## src/rtl/mod_cnt_pkg.sv

```systemverilog
// Shared types and constants for the cascaded modulo-N counter.
// Consumed by mod_n_digit and mod_n_cascade_counter.
package mod_cnt_pkg;

    typedef enum logic {
        DIR_DOWN = 1'b0,
        DIR_UP   = 1'b1
    } dir_t;

    localparam int MOD_DEFAULT    = 6;
    localparam int DIGITS_DEFAULT = 2;

    // Bit width needed to hold 0..n-1, never less than one bit.
    function automatic int clog2_min1(input int n);
        return (n <= 2) ? 1 : $clog2(n);
    endfunction

endpackage

```

## src/rtl/mod_n_cascade_counter_digit.sv

```systemverilog
// One modulo-MOD digit: counts up or down when stepped, loads with clamping,
// and reports whether it sits at the terminal value for the current direction.
module mod_n_digit
    import mod_cnt_pkg::*;
#(
    parameter  int MOD   = MOD_DEFAULT,
    localparam int WIDTH = clog2_min1(MOD)
) (
    input  logic             clk,
    input  logic             rst,
    input  logic             step_in,
    input  logic             up_dn,
    input  logic             load,
    input  logic [WIDTH-1:0] load_val,
    output logic [WIDTH-1:0] value,
    output logic             at_term,
    output logic             clamped
);

    localparam logic [WIDTH-1:0] MAX_VAL  = WIDTH'(MOD - 1);
    localparam logic [WIDTH-1:0] ZERO_VAL = WIDTH'(0);
    localparam logic [WIDTH-1:0] ONE_VAL  = WIDTH'(1);

    logic [WIDTH-1:0] value_q;
    logic [WIDTH-1:0] value_d;
    dir_t             dir_s;

    assign dir_s   = dir_t'(up_dn);
    assign clamped = load && (load_val > MAX_VAL);
    assign value   = value_q;

    // Terminal value depends on direction: MOD-1 when counting up, 0 when down.
    always_comb begin
        at_term = 1'b0;
        if (dir_s == DIR_UP) begin
            at_term = (value_q == MAX_VAL);
        end else begin
            at_term = (value_q == ZERO_VAL);
        end
    end

    // Next digit value; an out-of-range value (upset) is forced to 0 on a step.
    always_comb begin
        value_d = value_q;
        if (load) begin
            value_d = clamped ? MAX_VAL : load_val;
        end else if (step_in) begin
            if (value_q > MAX_VAL) begin
                value_d = ZERO_VAL;
            end else if (dir_s == DIR_UP) begin
                value_d = (value_q == MAX_VAL) ? ZERO_VAL : (value_q + ONE_VAL);
            end else begin
                value_d = (value_q == ZERO_VAL) ? MAX_VAL : (value_q - ONE_VAL);
            end
        end else begin
            value_d = value_q;
        end
    end

    // Digit state register.
    always_ff @(posedge clk or posedge rst) begin
        if (rst) begin
            value_q <= ZERO_VAL;
        end else begin
            value_q <= value_d;
        end
    end

endmodule

```

## src/rtl/mod_n_cascade_counter.sv

```systemverilog
// DIGITS cascaded modulo-MOD digits with up/down, load, terminal count and wrap.
// Optional step prescaler enabled by defining MODCNT_PRESCALE_EN.
module mod_n_cascade_counter
    import mod_cnt_pkg::*;
#(
    parameter  int MOD      = MOD_DEFAULT,
    parameter  int DIGITS   = DIGITS_DEFAULT,
    parameter  int PRESCALE = 4,
    localparam int WIDTH    = clog2_min1(MOD),
    localparam int CW       = DIGITS * WIDTH
) (
    input  logic          clk,
    input  logic          rst,
    input  logic          en,
    input  logic          up_dn,
    input  logic          load,
    input  logic [CW-1:0] load_val,
    output logic [CW-1:0] count,
    output logic          tc,
    output logic          wrap,
    output logic          load_err
);

    logic [DIGITS-1:0] at_term_s;
    logic [DIGITS-1:0] clamped_s;
    logic [DIGITS:0]   carry_s;
    logic              step_s;
    logic              wrap_q;
    logic              wrap_d;
    logic              load_err_q;
    logic              load_err_d;

`ifdef MODCNT_PRESCALE_EN
    localparam int            PW       = clog2_min1(PRESCALE);
    localparam logic [PW-1:0] PRE_LAST = PW'(PRESCALE - 1);
    localparam logic [PW-1:0] PRE_ZERO = PW'(0);
    localparam logic [PW-1:0] PRE_ONE  = PW'(1);

    logic [PW-1:0] presc_q;
    logic [PW-1:0] presc_d;

    assign step_s = en && (presc_q == PRE_LAST);

    // Prescaler advances only on enabled cycles; a load restarts the division.
    always_comb begin
        presc_d = presc_q;
        if (load) begin
            presc_d = PRE_ZERO;
        end else if (en) begin
            presc_d = (presc_q == PRE_LAST) ? PRE_ZERO : (presc_q + PRE_ONE);
        end else begin
            presc_d = presc_q;
        end
    end

    // Prescaler state register.
    always_ff @(posedge clk or posedge rst) begin
        if (rst) begin
            presc_q <= PRE_ZERO;
        end else begin
            presc_q <= presc_d;
        end
    end
`else
    localparam int PRESCALE_UNUSED = PRESCALE;

    assign step_s = en;
`endif

    // carry_s[k] is the step seen by digit k: all lower digits are terminal.
    assign carry_s[0] = step_s;

    for (genvar k = 0; k < DIGITS; k++) begin : g_digit
        assign carry_s[k+1] = carry_s[k] & at_term_s[k];

        mod_n_digit #(
            .MOD (MOD)
        ) u_digit (
            .clk      (clk),
            .rst      (rst),
            .step_in  (carry_s[k]),
            .up_dn    (up_dn),
            .load     (load),
            .load_val (load_val[k*WIDTH +: WIDTH]),
            .value    (count[k*WIDTH +: WIDTH]),
            .at_term  (at_term_s[k]),
            .clamped  (clamped_s[k])
        );
    end

    assign tc       = carry_s[DIGITS] & ~load;
    assign wrap     = wrap_q;
    assign load_err = load_err_q;

    // Status pulses: tc is already forced low on load, so wrap never fires then.
    always_comb begin
        wrap_d     = tc;
        load_err_d = load & (|clamped_s);
    end

    // Status pulse registers.
    always_ff @(posedge clk or posedge rst) begin
        if (rst) begin
            wrap_q     <= 1'b0;
            load_err_q <= 1'b0;
        end else begin
            wrap_q     <= wrap_d;
            load_err_q <= load_err_d;
        end
    end

endmodule

```

## config.mk

```make
export PLATFORM = sky130hd
export DESIGN_NAME = mod_n_cascade_counter
export DESIGN_NICKNAME = d
export VERILOG_FILES = /design/src/rtl/mod_cnt_pkg.sv /design/src/rtl/mod_n_cascade_counter_digit.sv /design/src/rtl/mod_n_cascade_counter.sv
export SDC_FILE = /design/constraint.sdc
export NUM_CORES = 1
export LEC_CHECK = 0
export CAP_MARGIN = 0
export CORE_MARGIN = 2
export CORE_UTILIZATION = 43
export CTS_BUF_LIST = sky130_fd_sc_hd__clkbuf_8 sky130_fd_sc_hd__clkbuf_16
export DETAILED_ROUTE_END_ITERATION = 6
export GPL_TIMING_DRIVEN = 0
export HOLD_SLACK_MARGIN = 0.02
export PLACE_DENSITY = 0.72
export SKIP_CTS_REPAIR_TIMING = 1
export SLEW_MARGIN = 20
export SYNTH_ARGS = -nofsm -noshare
export SYNTH_HDL_FRONTEND = slang
export SYNTH_SLANG_ARGS = --single-unit
export TNS_END_PERCENT = 10
```

## constraint.sdc

```tcl
create_clock -name clk -period 2 [get_ports clk]
set_clock_uncertainty 0.05 [all_clocks]
set_input_delay 0.4 -clock clk [delete_from_list [all_inputs] [get_ports clk]]
set_output_delay 0.4 -clock clk [all_outputs]
set_load 0.02 [all_outputs]
```

# Word-level counts from Yosys, hierarchy flattened

Index checks and enable logic that the tools add are counted.

Bits in registers: 8
Bits in latches: 0
RAM bits: 0
Bits in read-only memories: 0
Input bits: 11
Output and inout port bits: 9
Word-level logic and storage cells: 42
Memories: 0

$add $sub $neg: 4
Multipliers: 0
Divide/modulo/power cells: 0
Magnitude comparators: 4
Eq/ne operators: 2
Shifts and indexed selects: 0
Multiplexer cells: 16
Bitwise logic cells: 5
Reduce and logical (&&, ||, !) cells: 7

Operator list:

| operator              | number |
|---|---|
| $mux W3               | 14 |
| $gt A3 B3 Y1 const B  | 4 |
| $add A3 B1 Y3 const B | 2 |
| $eq A3 B3 Y1 const B  | 2 |
| $logic_not A3 Y1      | 2 |
| $sub A3 B1 Y3 const B | 2 |
| $and A1 B1 Y1         | 4 |
| $reduce_bool A2 Y1    | 2 |
| $logic_and A1 B1 Y1   | 2 |
| $mux W1               | 2 |
| $reduce_or A2 Y1      | 1 |
| $not A1 Y1            | 1 |

# Depth between registers and ports, before layout

Depth in word-level cells: 6
Depth in mapped cells: 6
Gate-level depth less buffers: 6

# By module

A second synthesis with hierarchy kept.

Cells, all modules: 78
Area, all modules: 663.1 µm²

By module, submodules not included:

| module                           | instances | cells each | area each (µm²) | seq. area each (µm²) |
|---|---|---|---|---|
| mod_n_digit (g_digit[1].u_digit) | 1         | 36         | 297.8           | 75.1 |
| mod_n_digit (g_digit[0].u_digit) | 1         | 36         | 287.8           | 75.1 |
| mod_n_cascade_counter            | 1         | 6          | 77.6            | 50.0 |

# Least setup slack after synthesis

No wires, ideal clock.

Path kind: reg-to-output
From: register g_digit[0].u_digit.value_q[0]
To: output port tc
Arrival time: 1.645 ns
Path slack: -0.095 ns
Cell stages (with the launch flop): 7
Buffers on the path: 0
Cells stage by stage: dfrtp_1 > nor2_1 > ha_1 > and2b_1 > or2_1 > o21ai_0 > nor3_1

Cells in the longest elaborated chain, start to end: 5

RTL lines:

| what                                             | RTL line                                                             | source |
|---|---|---|
| start, declared                                  | mod_n_cascade_counter_digit.sv:24                                    | `logic [WIDTH-1:0] value_q;` |
| start signal, assigned                           | mod_n_cascade_counter_digit.sv:65                                    | `value_q <= value_d;` |
| $eq A3 B3 Y1 or $logic_not A3 Y1 (tied branches) | mod_n_cascade_counter_digit.sv:36, mod_n_cascade_counter_digit.sv:38 |  |
| $mux W1 *                                        | mod_n_cascade_counter_digit.sv:35                                    | `if (dir_s == DIR_UP) begin` |
| $and A1 B1 Y1 * (2 in a row)                     | mod_n_cascade_counter.sv:74                                          | `assign carry_s[k+1] = carry_s[k] & at_term_s[k];` |
| $and A1 B1 Y1 *                                  | mod_n_cascade_counter.sv:91                                          | `assign tc = carry_s[DIGITS] & ~load;` |
| end, declared                                    | mod_n_cascade_counter.sv:19                                          | `output logic tc,` |

Every way passes the cells marked *; elsewhere a longest branch is shown, timed or not.

# Final worst setup path

Same ends and word-level chain as after synthesis.

==> impl_metrics.ini <==
[logic_synthesis]
ys_seq_area_share_pct = 32.9
yosys_warnings = 0
synth_area_sq_um = 608
yosys-top-cells-area = dfrtp_1 33%, a211oi_1 6.2%, nand3b_1 4.9%
syn_avg_cell_area_sq_um = 8.45
synth_top_area_cell = dfrtp_1
syn_nets = 84
synth_top_area_share_pct = 32.9
syn_inst = 72
synth_edf_count = 0
synth-seq-cells = 8
synth.distinct_cells = 31
async_flop_share_pct = 100
synth_ff_type = dfrtp_1

[cts]
cts_tree = yes
cts.sink_count = 8
max-clock-path-buffers = 2
clk_latency_ps = 230
numCtsBuffers = 3
htreeDepth = 1
clk_pin_slew_ps = 40
cts_root_buf = clkbuf_8

[min_path]
hold_path.class = input port to async pin

[timing]
hold_viol_final = 0
relSlewSlack_pct = 74.3
timing.fmax_mhz = 472
setup-violations-final = 1
slew_violations = 0
fin_setup_tns_ps = -119
rsz0062_at_grt = true
fin_crit_sh_pct = 106
timing.final.crit_period_ps = 2120
tightest_slew_ps = 385
whs_ps = 372
setup_ws_ps = -119

[place]
port_buffers = 18
dp.cells = 105
hpwl_um = 964
place_congestion = 0.676

[global_routing]
grt_use_total_pct = 16.7
antenna_found_initial = 0
grt_pass1_wl_um = 2150
grt_remaining_overflow = 0
grt_pass1_vias = 503
grt_start_max_net_pins = 11

[route]
drc = 0
first_pass_iters = 4
dr_total_vias = 631
drt-total-wl_um = 1450
drt_iter0_drc = 8
routedWlPerCell_um = 12.5
via_per_inst = 5.44
ant_nets = 0

[floorplanning]
design.die.area_sq_um = 1730
die_x_um = 41.6
rows = 13
io_pins = 20
start_util_pct = 46.2
core-area_sq_um = 1320
die_h_um = 41.6

[critical_path]
crit_required_ps = 1550
regToRegSetupSlack_ps = 330
r2r-end = g_digit[1].u_digit.value[0]
path_class = flop to output pin
critPathMaxFanout = 3
start_kind = flop
cp-end-kind = output pin
arrival_ps = 1670
reg2reg_from = g_digit[0].u_digit.value[0]
reg2reg_depth = 5

[finish]
nNetsFinal = 115
layout_commonest_cell = clkdlybuf4s50_1
diodes = 0
fin_util_pct = 70.5
drive_above_1_share_pct = 21.8
area_growth_pct = 52.7
fillCellCount = 111
instances_no_fill = 116
final_cell_mix = 16 x clkdlybuf4s50_1, 9 x buf_4, 7 x nand2_1

[run]
max_cap_viol_count = 0

[power_and_ir_drop]
design_power_total_uw = 614
p_per_area_nw_per_um2 = 661
ir_drop_mv = 0.491
p_leak_uw = 0.000410

[status]
violations = setup timing
status = complete, but fails checks
-- per-stage QoR --
| step | worst slack (ps) | instance area [sq um] |
|---|---|---|
| after global placement | -665 | 812 |
| final | -119 | 928 |
| after floorplan | 77.5 | 613 |
| after CTS | -710 | 853 |
| after global routing | -193 | 928 |
| after detailed placement | -685 | 812 |
-- how the worst max path moves through the flow --
stage          endpoint  slack [ps]                   startpoint  cells past startpoint
2_1_floorplan        tc          80  g_digit[0].u_digit.value[0]                      6
3_3_place_gp         tc        -670                        up_dn                      6
3_5_place_dp         tc        -690                        up_dn                      6
4_1_cts              tc        -710  g_digit[0].u_digit.value[0]                      7
5_1_grt              tc        -190  g_digit[0].u_digit.value[0]                      7
6_report             tc        -120  g_digit[0].u_digit.value[0]                      7
-- worst max-delay path, cell delays in order, from the launching register on --
cell and delay [ps]:
dfrtp_2 430, nor2_4 120, ha_1 150, and2b_1 150, or2_1 130, o21ai_1 80, nor3_2 210, buf_4 180
-- power breakdown --
group	internal, uW	switching (uW)	leakage [uW]	total, uW
Sequential	180	19.3	0.0000949	199
Clock	130	61.7	0.0000216	192
Combinational	119	104	0.000294	223
Total	429	185	0.000410	614
-- layout make-up --
cell class,instances,area (sq um),share of cell area [%]
plain buffers,5,31.3,3.37
multi-input cells,54,370,39.9
flip-flops and latches,8,204,22.0
clock buffers,3,41.3,4.45
well taps,15,18.8,2.02
inverters,5,18.8,2.02
repair buffers,26,244,26.3
-- cells in the mapped netlist (2+ instances only) --
library cell,instances
dfrtp_1,8
nor3_1,5
a21oi_1,4
inv_1,5
nand2_1,7
mux2i_1,2
nand3b_1,4
nand2b_1,3
o21ai_0,4
nor2_1,3
xnor2_1,2
o31ai_1,2
a211oi_1,5
-- logic make-up after synthesis --
group,after synthesis,synth area share (%)
muxes,3,5.76
AOI/OAI and AO/OA,21,23.5
xor gates and xnor gates,3,4.32
adders and majority gates,1,2.06
DFF,8,32.9
buffers and inverters,10,8.23
and+or+nand+nor,26,23.3
-- sequential cells by signal (all words and copies together) (netlist names) --
signal,count
g_digit.u_digit.value,6
load_err,1
wrap,1
-- layer usage --
| layer | GRT usage [%] | part of all wire, % |
|---|---|---|
| met5 | 0 | 0 |
| met4 | 10.3 | 0.76 |
| met3 | 5.22 | 5.3 |
| met2 | 25.6 | 51 |
| met1 | 20.1 | 42 |
No activity file was read; power rests on OpenSTA's default activity.
